<file path="config.mk">
export PLATFORM = sky130hd
export DESIGN_NAME = frogger_tick_gen
export DESIGN_NICKNAME = d
export VERILOG_FILES = /design/src/rtl/frogger_tick_gen.sv
export SDC_FILE = /design/constraint.sdc
export NUM_CORES = 1
export LEC_CHECK = 0
export BUFFER_PORTS_ARGS = -buffer_cell sky130_fd_sc_hd__buf_2
export CAP_MARGIN = 20
export CORE_MARGIN = 2
export CORE_UTILIZATION = 50
export DETAILED_ROUTE_END_ITERATION = 12
export PLACE_DENSITY = 0.75
export SYNTH_ARGS = -nofsm -noshare
export SYNTH_HDL_FRONTEND = slang
export SYNTH_SLANG_ARGS = --single-unit
</file>
<file path="constraint.sdc">
create_clock -name Clk -period 7.4 [get_ports Clk]
set_input_delay 0.74 -clock Clk [delete_from_list [all_inputs] [get_ports Clk]]
set_output_delay 0.74 -clock Clk [all_outputs]
set_load 0.01 [all_outputs]
</file>
<file path="src/rtl/frogger_tick_gen.sv">
// rtl/frogger_tick_gen.sv - multi-channel programmable tick/clock-enable generator
// Optional square outputs are built only when FROGGER_TICK_SQUARE_EN is defined.
module frogger_tick_gen #(
    parameter int NUM_CH      = 4,
    parameter int CNT_W       = 28,
    parameter int DEFAULT_DIV = 25_000_000
) (
    input  logic              Clk,
    input  logic              reset_n,
    input  logic              run,
    input  logic              wr_en,
    input  logic [3:0]        wr_ch,
    input  logic [CNT_W-1:0]  wr_div,
    output logic [NUM_CH-1:0] tick,
    output logic [NUM_CH-1:0] square
);

    for (genvar c = 0; c < NUM_CH; c++) begin : g_ch
        logic [CNT_W-1:0] div_q;
        logic [CNT_W-1:0] cnt_q;
        logic             tick_q;
        logic             wr_hit;
        logic             at_term;
        logic             fire;

        assign wr_hit  = wr_en && (wr_ch == 4'(c));
        assign at_term = (cnt_q == div_q - CNT_W'(1));
        // A write or a paused/disabled channel always beats terminal count.
        assign fire    = !wr_hit && run && (div_q != '0) && at_term;

        always_ff @(posedge Clk or negedge reset_n) begin
            if (!reset_n) begin
                div_q  <= CNT_W'(DEFAULT_DIV);
                cnt_q  <= '0;
                tick_q <= 1'b0;
            end else if (wr_hit) begin
                div_q  <= wr_div;
                cnt_q  <= '0;
                tick_q <= 1'b0;
            end else if (!run) begin
                tick_q <= 1'b0;
            end else if (div_q == '0) begin
                cnt_q  <= '0;
                tick_q <= 1'b0;
            end else if (at_term) begin
                cnt_q  <= '0;
                tick_q <= 1'b1;
            end else begin
                cnt_q  <= cnt_q + CNT_W'(1);
                tick_q <= 1'b0;
            end
        end

        assign tick[c] = tick_q;

`ifdef FROGGER_TICK_SQUARE_EN
        logic sq_q;

        always_ff @(posedge Clk or negedge reset_n) begin
            if (!reset_n) begin
                sq_q <= 1'b0;
            end else if (fire) begin
                sq_q <= ~sq_q;
            end
        end

        assign square[c] = sq_q;
`else
        logic unused_fire;
        assign unused_fire = fire;
        assign square[c]   = 1'b0;
`endif
    end

endmodule

</file>
==> flow_summary.json, run 1 <==
{
  "cts_buffers": 25,
  "grt.overflow.total": 0,
  "synth_seq_area_share": 0.384,
  "antenna_found_initial": 0,
  "start_kind": "flop",
  "power_density_mw_per_mm2": 248,
  "hold_viol": 0,
  "yosysMostFrequentCell": "dfrtp_1",
  "clkLatencyLatePin_ps": 550,
  "netlist.top_cell.by_area": "dfrtp_1",
  "yosysUniqueCellTypes": 81,
  "avgSynthCellArea_sq_um": 8.96,
  "io-pin-count": 44,
  "syn_area_sq_mm": 0.0150,
  "syn_to_final_growth_pct": 8.93,
  "post_cts_buffers": 0,
  "core_area_sq_mm": 0.0296,
  "path_clk_slew_ps": 70,
  "fp.dieArea_sq_mm": 0.0315,
  "num_rows": 63,
  "drt_first_pass_iters": 5,
  "place_area_sq_mm": 0.0155,
  "crit_fanout": 33,
  "die_h_microns": 177,
  "gp_congestion": 0.894,
  "worstHoldPathType": "primary input to asynchronous set/reset pin",
  "peakVddDrop_uv": 163,
  "fin_tns_setup_ps": 0,
  "synthTopCellsByCount": "180 x dfrtp_1, 147 x nand2_1, 109 x nand3_1",
  "tightest_slew_ps": 1060,
  "synth_edf_count": 0,
  "holdBufCountCts": 0,
  "cp_data_required_time_ps": 7800,
  "timing.fmax_ghz": 0.230,
  "drv_cap": 0,
  "cts_resized": 0,
  "h-tree-depth": 1,
  "initial_utilization": 0.507,
  "crit_type": "flop to flop",
  "design_area_sq_mm": 0.0164,
  "ff2ff_setup_slack_ps": 3050,
  "drive_above_1_share": 0.175,
  "drt-total-wl_microns": 37900,
  "synthFlopType": "dfrtp_1",
  "cts_buffer_depth": 3,
  "setup_viol": 0,
  "portBuffers": 39,
  "skew_ps": 21.5,
  "synth_cells": 1678,
  "grt_pass1_wl_microns": 62400,
  "ys.warnings.count": 0,
  "die_w_microns": 177,
  "synth_top_cell_area_share": 0.300,
  "fin_crit_sh": 0.588,
  "cts-root-buf": "clkbuf_16",
  "synth_top_cells_by_area": "dfrtp_1 30%, dfstp_2 8.4%, mux2_2 8.1%",
  "drtIter0Drc": 1099,
  "report.final.slew_viol_count": 0,
  "cts.sinks": 228,
  "vias_per_cell": 6.23,
  "grt.total_usage": 0.241,
  "worstSetupEndpointType": "flop",
  "relSlewSlack": 0.288,
  "final_nets": 1715,
  "crit_arrival_ps": 4750,
  "outcome": "finished clean",
  "hpwl_microns": 26600,
  "cts_tree": "done",
  "synthArstFlopShare": 1.00,
  "num_vias": 13000,
  "grt_pass1_vias": 12200,
  "ant_nets": 0,
  "antenna_cells": 0,
  "wire_per_inst_microns": 18.2,
  "drc": 0,
  "min_period_ps": 4350,
  "rsz0062_at_grt": "no",
  "power_leakage_uw": 0.00653,
  "ys_ff_latch": 228,
  "grt_start_max_net_pins": 131
}
[final cells by class]
class | instances | area, sq um
Fill cell | 2657 | 13300
Sequential cell | 228 | 5770
Clock buffer | 32 | 734
Multi-Input combinational cell | 1299 | 8660
Inverter | 60 | 225
Tap cell | 390 | 488
Clock inverter | 14 | 126
Timing Repair Buffer | 57 | 375
[cells in the final DEF (no fill, tap or decap), drive strengths merged, types with 13 or more instances in the layout]
cell,n
dfrtp,180
nand2,147
nand3,109
mux2,108
nor2,92
o21ai,73
xnor2,72
nor3,65
inv,63
xor2,62
buf,57
nand4,52
nor4,50
dfstp,48
a21oi,47
or3,40
and3,35
clkbuf,32
o311ai,24
or4,21
a31oi,20
nor2b,19
or2,19
a21o,18
o211ai,17
nor3b,17
nand2b,16
mux2i,13
[worst paths after layout]
check,startpoint,end,cells after the start
setup reg to reg,g_ch[0].div_q[0]$_DFFE_PN0P_,g_ch[0].cnt_q[14]$_DFFE_PN0P_,12
max in group asynchronous,reset_n,g_ch[1].div_q[27]$_DFFE_PN0P_,2
hold / removal,reset_n,g_ch[1].cnt_q[24]$_DFFE_PN0P_,1
min in group Clk,wr_div[25],g_ch[0].div_q[25]$_DFFE_PN0P_,3
setup / recovery,g_ch[0].div_q[0]$_DFFE_PN0P_,g_ch[0].cnt_q[14]$_DFFE_PN0P_,12
hold reg to reg,g_ch[2].div_q[27]$_DFFE_PN0P_,g_ch[2].div_q[27]$_DFFE_PN0P_,1
[power by group]
| group | switching (uW) | internal (uW) |
|---|---|---|
| sequential | 300 | 1470 |
| combinational | 526 | 471 |
| clock | 543 | 744 |
| total | 1370 | 2680 |
[sequential cells by signal, summed over array words and instances, names as in the netlist]
register / flops
g_ch.cnt_q: 112
g_ch.div_q: 112
g_ch.tick_q: 4
[per-stage QoR]
stage	hold slack, ps	power [uW]	setup slack (ps)	util	instances
after CTS	360	4060	3100	0.550	2077
after global routing	413	4260	2550	0.552	2080
after detailed placement	541	2750	3120	0.521	2031
after floorplan	444	2480	3860	-	1681
after global placement	530	2710	3240	0.521	2031
final	318	4050	3050	0.552	2080
[per-layer routing]
metal / GRT usage / up-vias / wire length [microns]
li1: - / 6218 / -
met1: 0.326 / 6299 / 16800
met2: 0.395 / 361 / 17900
met3: 0.0234 / 84 / 1770
met4: 0.102 / 0 / 1510
met5: 0 / - / 0
[critical path, cell delays in order, from the launching register on]
cell and delay [ps]:
dfrtp_1 420, inv_1 90, ha_1 230, nor4b_1 810, nand4_1 360, nor3_1 370
mux2i_1 280, nand4_1 110, or3_1 320, nand4bb_1 200, buf_4 260, nand2_1 520
o311ai_0 220
[cell families (layout without fill, tap and decap cells)]
logic type,after synthesis,count (layout),synth area share
and+or+nand+nor,735,735,0.264
AOI/OAI and AO/OA,297,297,0.134
DFF,228,228,0.384
buffers and inverters,154,163,0.0430
xor gates and xnor gates,134,134,0.0781
muxes,121,121,0.0896
adders and majority gates,8,8,0.00666
other,1,4,0.000250
No activity file was read; power rests on OpenSTA's default activity.
==> run 2, diff against run 1 <==
--- a/config.mk
+++ b/config.mk
@@ -5,12 +5,13 @@
 export SDC_FILE = /design/constraint.sdc
 export NUM_CORES = 1
 export LEC_CHECK = 0
+export ABC_AREA = 1
 export BUFFER_PORTS_ARGS = -buffer_cell sky130_fd_sc_hd__buf_2
 export CAP_MARGIN = 20
 export CORE_MARGIN = 2
 export CORE_UTILIZATION = 50
 export DETAILED_ROUTE_END_ITERATION = 12
-export PLACE_DENSITY = 0.75
+export PLACE_DENSITY = 0.78
 export SYNTH_ARGS = -nofsm -noshare
 export SYNTH_HDL_FRONTEND = slang
 export SYNTH_SLANG_ARGS = --single-unit
==> constraint.sdc (replaced) <==
create_clock -name Clk -period 3.8 [get_ports Clk]
set_input_delay 0.38 -clock Clk [delete_from_list [all_inputs] [get_ports Clk]]
set_output_delay 0.38 -clock Clk [all_outputs]
set_load 0.01 [all_outputs]
==> run 2 against run 1 <==
  * Worst setup slack lost 2100 ps
  * Area after synthesis grew 7.7%
  * Largest cell class unchanged
  * Critical path type unchanged
  * Critical endpoint is now g_ch[3].cnt_q[7]$_DFFE_PN0P_
  * Core utilization is essentially flat
  * Hold slack lost 260 ps
  * Highest routed layer unchanged
==> flow_summary.json, run 2 <==
{
  "grt_pass1_wl_microns": 71900,
  "drc": 0,
  "endpoint": "g_ch[3].cnt_q[7]$_DFFE_PN0P_",
  "power.switching_uw": 3040,
  "place_ws_ps": 966,
  "core_area_sq_mm": 0.0317,
  "timing.rr.end": "g_ch[3].cnt_q[7]$_DFFE_PN0P_",
  "cts-root-buf": "clkbuf_16",
  "power_density_mw_per_mm2": 476,
  "path_clk_slew_ps": 60,
  "worstSetupEndpointType": "flop",
  "die_w_microns": 184,
  "cts_buffers": 26,
  "yosysMostFrequentCell": "nand2_1",
  "vias_per_cell": 5.25,
  "yosysUniqueCellTypes": 42,
  "fp.dieArea_sq_mm": 0.0338,
  "fin_crit_sh": 0.758,
  "post_cts_buffers": 0,
  "synth_edf_count": 0,
  "syn_to_final_growth_pct": 8.35,
  "avgSynthCellArea_sq_um": 6.45,
  "final_nets": 2548,
  "cts_tree": "done",
  "worstReg2RegStart": "g_ch[3].div_q[0]$_DFFE_PN0P_",
  "synth_seq_area_share": 0.356,
  "ant_nets": 0,
  "combPwrFrac": 0.273,
  "clkLatencyLatePin_ps": 550,
  "drtIter0Drc": 1216,
  "power_leakage_uw": 0.00851,
  "portBuffers": 39,
  "initial_utilization": 0.510,
  "crit_type": "flop to flop",
  "multi_input_comb_area_sq_mm": 0.00913,
  "worst_slack_ps": 918,
  "worstHoldStart": "wr_div[5]",
  "synth_top_cells_by_area": "dfrtp_1 28%, nand2_1 22%, nor2_1 9.1%",
  "synth_cells": 2509,
  "fill_cells": 3120,
  "cts.sinks": 228,
  "synthFlopType": "dfrtp_1",
  "relSlewSlack": 0.314,
  "p_clk_frac": 0.322,
  "ff2ff_setup_slack_ps": 920,
  "fin_tns_setup_ps": 0,
  "crit_start": "g_ch[3].div_q[0]$_DFFE_PN0P_",
  "drive_above_1_share": 0.0737,
  "tightest_slew_ps": 1030,
  "gp_congestion": 0.946,
  "drt_first_pass_iters": 6,
  "grt_start_max_net_pins": 114,
  "synth_top_cell_area_share": 0.278,
  "outcome": "finished clean",
  "syn_area_sq_mm": 0.0162,
  "design_area_sq_mm": 0.0175,
  "synthArstFlopShare": 1.00,
  "min_period_ps": 2880,
  "swShare": 0.364,
  "grt.overflow.total": 0,
  "seqPwrFrac": 0.405,
  "cts_buffer_depth": 3,
  "cts_resized": 0,
  "start_kind": "flop",
  "crit_arrival_ps": 3370,
  "num_vias": 15400,
  "most-common-layout-cells": "928 x nand2_1, 392 x nor2_1, 230 x inv_1",
  "timing.fmax_ghz": 0.347,
  "place_area_sq_mm": 0.0166,
  "drv_cap": 0,
  "rr_worst_depth": 13,
  "setup_viol": 0,
  "skew_ps": 10.3,
  "hold_viol": 0,
  "ys.warnings.count": 0,
  "finalPower_uw": 8340,
  "ys_ff_latch": 228,
  "wire_per_inst_microns": 14.9,
  "synthTopCellsByCount": "928 x nand2_1, 392 x nor2_1, 230 x inv_1",
  "grt_pass1_vias": 14300,
  "finish.utilization": 0.553,
  "regArea_sq_mm": 0.00577,
  "report.final.slew_viol_count": 0,
  "worstHoldPathType": "primary input to flop",
  "die_h_microns": 184,
  "crit_fanout": 25,
  "largestRegisters": "g_ch.cnt_q x112, g_ch.div_q x112, g_ch.tick_q x4",
  "netlist.top_cell.by_area": "dfrtp_1",
  "internal_power_uw": 5310,
  "rsz0062_at_grt": "no",
  "antenna_found_initial": 0,
  "grt.total_usage": 0.262,
  "hpwl_microns": 32400,
  "peakVddDrop_uv": 375,
  "final_common_cell": "nand2_1",
  "cp_data_required_time_ps": 4280,
  "io-pin-count": 44,
  "num_rows": 65,
  "antenna_cells": 0,
  "h-tree-depth": 1,
  "drt-total-wl_microns": 43500
}
[run 2: worst min-delay path by stage]
stage	to	slack [ps]	cells past startpoint
after floorplan	g_ch[0].cnt_q[0]$_DFFE_PN0P_	80	0
after CTS	g_ch[3].div_q[5]$_DFFE_PN0P_	50	3
after detailed placement	g_ch[1].div_q[1]$_DFFE_PN0P_	490	2
final	g_ch[3].div_q[5]$_DFFE_PN0P_	60	3
after global placement	g_ch[1].div_q[1]$_DFFE_PN0P_	470	2
after global routing	g_ch[3].div_q[5]$_DFFE_PN0P_	60	3
[run 2: repair_timing]
item / in CTS / in global routing
endpoints found under the hold margin: 67 / 0
endpoints found under the setup margin: 0 / 0
hold buffers: 1 / 0
[run 2: layout make-up]
type / count / area share
Clock buffer: 42 / 0.0495
Clock inverter: 6 / 0.00314
Inverter: 238 / 0.0510
Multi-Input combinational cell: 1960 / 0.521
Sequential cell: 228 / 0.329
Tap cell: 402 / 0.0287
Timing Repair Buffer: 50 / 0.0180
[run 2: per-stage QoR]
stage                     hold slack [ps]  std cells
after global routing                 58.6       2926
final                                57.3       2926
after detailed placement              486       2877
after CTS                            49.1       2926
after floorplan                      84.4       2512
after global placement                469       2877
[run 2: power groups by stage]
stage | logic [uW] | registers [uW] | clock network (uW)
after floorplan | 1830 | 3200 | 0
after global placement | 2200 | 3390 | 0
after detailed placement | 2270 | 3400 | 0
after CTS | 2280 | 3360 | 2720
after global routing | 2640 | 3440 | 2810
final | 2280 | 3380 | 2680
[run 2: cell families after synthesis]
family          count (synthesis)  share of synthesized area
compound gates                184                     0.0593
xor+xnor                      164                     0.0896
fa+ha+maj                       8                    0.00619
buf+inv                       324                     0.0810
flops                         228                      0.356
other cells                     1                   0.000232
simple gates                 1600                      0.407
[run 2: layer usage]
metal | vias to the layer above | routed length, microns | GRT usage
li1 | 7799 | - | -
met1 | 7100 | 20100 | 0.358
met2 | 374 | 19800 | 0.435
met3 | 84 | 1920 | 0.0250
met4 | 0 | 1620 | 0.0890
met5 | - | 0 | 0
[run 2: worst max-delay path, stage by stage (launching register included)]
cell	delay (ps)
dfrtp_1	340
inv_1	80
ha_1	260
nand2_1	90
nor2_1	40
nand2_1	130
nor2_1	100
nand2_1	80
nor2_1	50
nor3_2	440
clkinv_1	730
nor3_1	330
nand2_1	80
nand2_1	70
==> run 3, diff against run 2 <==
--- a/config.mk
+++ b/config.mk
@@ -11,7 +11,7 @@
 export CORE_MARGIN = 2
 export CORE_UTILIZATION = 50
 export DETAILED_ROUTE_END_ITERATION = 12
-export PLACE_DENSITY = 0.78
+export PLACE_DENSITY = 0.75
 export SYNTH_ARGS = -nofsm -noshare
 export SYNTH_HDL_FRONTEND = slang
 export SYNTH_SLANG_ARGS = --single-unit
==> constraint.sdc (replaced) <==
create_clock -name Clk -period 2.76 [get_ports Clk]
set_input_delay 0.276 -clock Clk [delete_from_list [all_inputs] [get_ports Clk]]
set_output_delay 0.276 -clock Clk [all_outputs]
set_load 0.01 [all_outputs]
==> run 3 against run 2 <==
  * Clock skew up 15 ps
  * Sequential share of layout area decreased by 0.50 points
  * Largest cell class unchanged
  * Final cell count up 0.89%
  * Combinational power rose by 39%
  * Global-route usage is 0.36 points higher
  * Worst setup slack got worse by 600 ps
  * Core utilization is 0.85 points higher
  * Via count is 0.99% higher
  * Final area grew 1.5%
  * Flip-flop and latch count unchanged
  * Routed wire length rose by 0.26%
  * Critical path depth grew 1
==> flow_summary.json, run 3 (synthesis results as in run 2) <==
{
  "relSlewSlack": 0.557,
  "largestRegisters": "g_ch.cnt_q x112, g_ch.div_q x112, g_ch.tick_q x4",
  "syn_to_final_growth_pct": 10.0,
  "cts-root-buf": "clkbuf_16",
  "p_clk_frac": 0.334,
  "grt_pass1_vias": 14600,
  "gp_congestion": 0.949,
  "drtIter0Drc": 1181,
  "report.final.slew_viol_count": 0,
  "antenna_cells": 0,
  "path_clk_slew_ps": 60,
  "core_area_sq_mm": 0.0317,
  "drv_cap": 0,
  "cts_buffers": 27,
  "wire_per_inst_microns": 14.8,
  "drt-total-wl_microns": 43600,
  "finish.utilization": 0.561,
  "crit_type": "flop to flop",
  "peakVddDrop_uv": 580,
  "die_w_microns": 184,
  "grt.total_usage": 0.265,
  "rsz0062_at_grt": "no",
  "grt_pass1_wl_microns": 72800,
  "internal_power_uw": 7480,
  "ant_nets": 0,
  "design_area_sq_mm": 0.0178,
  "timing.fmax_ghz": 0.410,
  "place_area_sq_mm": 0.0167,
  "crit_arrival_ps": 2860,
  "h-tree-depth": 1,
  "combPwrFrac": 0.269,
  "grt.overflow.total": 0,
  "worstHoldPathType": "primary input to flop",
  "power_density_mw_per_mm2": 659,
  "min_period_ps": 2440,
  "drc": 0,
  "num_vias": 15500,
  "vias_per_cell": 5.25,
  "drive_above_1_share": 0.0796,
  "fin_crit_sh": 0.884,
  "cts.sinks": 228,
  "worstSetupEndpointType": "flop",
  "outcome": "finished clean",
  "seqPwrFrac": 0.397,
  "die_h_microns": 184,
  "cts_tree": "done",
  "power.switching_uw": 4260,
  "clkLatencyLatePin_ps": 560,
  "place_ws_ps": 156,
  "worst_slack_ps": 321,
  "hold_ws_ps": 18.1,
  "antenna_found_initial": 0,
  "tightest_slew_ps": 656,
  "final_common_cell": "nand2_1",
  "crit_fanout": 29,
  "grt_start_max_net_pins": 62,
  "num_rows": 65,
  "cts_buffer_depth": 3,
  "most-common-layout-cells": "928 x nand2_1, 392 x nor2_1, 230 x inv_1",
  "skew_ps": 25.6,
  "setup_viol": 0,
  "drt_first_pass_iters": 5,
  "cp_data_required_time_ps": 3180,
  "portBuffers": 39,
  "hpwl_microns": 32500,
  "swShare": 0.363,
  "fin_tns_setup_ps": 0,
  "post_cts_buffers": 0,
  "initial_utilization": 0.510,
  "final_nets": 2573,
  "io-pin-count": 44,
  "start_kind": "flop",
  "hold_viol": 0,
  "power_leakage_uw": 0.00863,
  "fp.dieArea_sq_mm": 0.0338
}
==> run 3: changes by cell type in the layout (fill, tap and decap cells not counted), sizes merged <==
cell         previous run  this run
bufinv                  1         5
buf                    49        61
clkinv                  6         4
clkbuf                 42        35
dlygate4sd3             1        13
inv                   237       240
clkinvlp                0         4
==> run 3: through the flow <==
stage	instances	power (uW)
4_1_cts	2952	11800
2_1_floorplan	2512	6930
5_1_grt	2952	12500
3_3_place_gp	2889	7700
6_report	2952	11700
3_5_place_dp	2889	7810
==> run 3: critical path, stage by stage, from the launching register on <==
cell and delay (ps):
dfrtp_1 380, inv_1 110, ha_1 240, nand2_1 150, nor2_2 210, nand3_1 170
o21ai_1 180, nand2_1 70, nor2_1 120, nand3_1 100, nor2_1 100, nand3_1 70
buf_4 230, nand2_1 120, nand2_1 60
==> run 3: area by class of cell <==
| class | count | area (sq um) |
|---|---|---|
| Fill cell | 3149 | 13900 |
| Multi-Input combinational cell | 1960 | 9130 |
| Sequential cell | 228 | 5770 |
| Inverter | 238 | 893 |
| Clock buffer | 35 | 746 |
| Timing Repair Buffer | 74 | 538 |
| Tap cell | 402 | 503 |
| Clock inverter | 15 | 224 |
==> run 3: worst paths after layout <==
kind                                               start                             to  slack (ps)  cells after the start
min                                            wr_div[0]   g_ch[3].div_q[0]$_DFFE_PN0P_          20                      3
max in group asynchronous                        reset_n  g_ch[0].div_q[22]$_DFFE_PN1P_        1760                      3
min in group asynchronous                        reset_n   g_ch[3].cnt_q[1]$_DFFE_PN0P_         240                      2
max                         g_ch[3].div_q[0]$_DFFE_PN0P_  g_ch[3].cnt_q[26]$_DFFE_PN0P_         320                     14
max reg2reg                 g_ch[3].div_q[0]$_DFFE_PN0P_  g_ch[3].cnt_q[26]$_DFFE_PN0P_         320                     14
min reg2reg                g_ch[0].cnt_q[27]$_DFFE_PN0P_  g_ch[0].cnt_q[27]$_DFFE_PN0P_         500                      2
==> run 3: power by group through the flow <==
stage | clock, uW | combinational (uW) | sequential [uW]
2_1_floorplan | 0 | 2520 | 4410
3_3_place_gp | 0 | 3040 | 4660
3_5_place_dp | 0 | 3130 | 4680
4_1_cts | 3960 | 3160 | 4640
5_1_grt | 4080 | 3670 | 4740
6_report | 3910 | 3160 | 4660
==> run 3: timing repair <==
item                                    in CTS  in global routing
resized for setup                            0                  1
hold endpoints to repair                    68                  0
hold buffers                                13                  0
endpoints found under the setup margin       0                 14
==> run 3: metal layers <==
| metal | routed length (microns) | track usage |
|---|---|---|
| met1 | 19700 | 0.361 |
| met4 | 1540 | 0.0941 |
| met5 | 0 | 0 |
| met3 | 2160 | 0.0224 |
| met2 | 20200 | 0.444 |
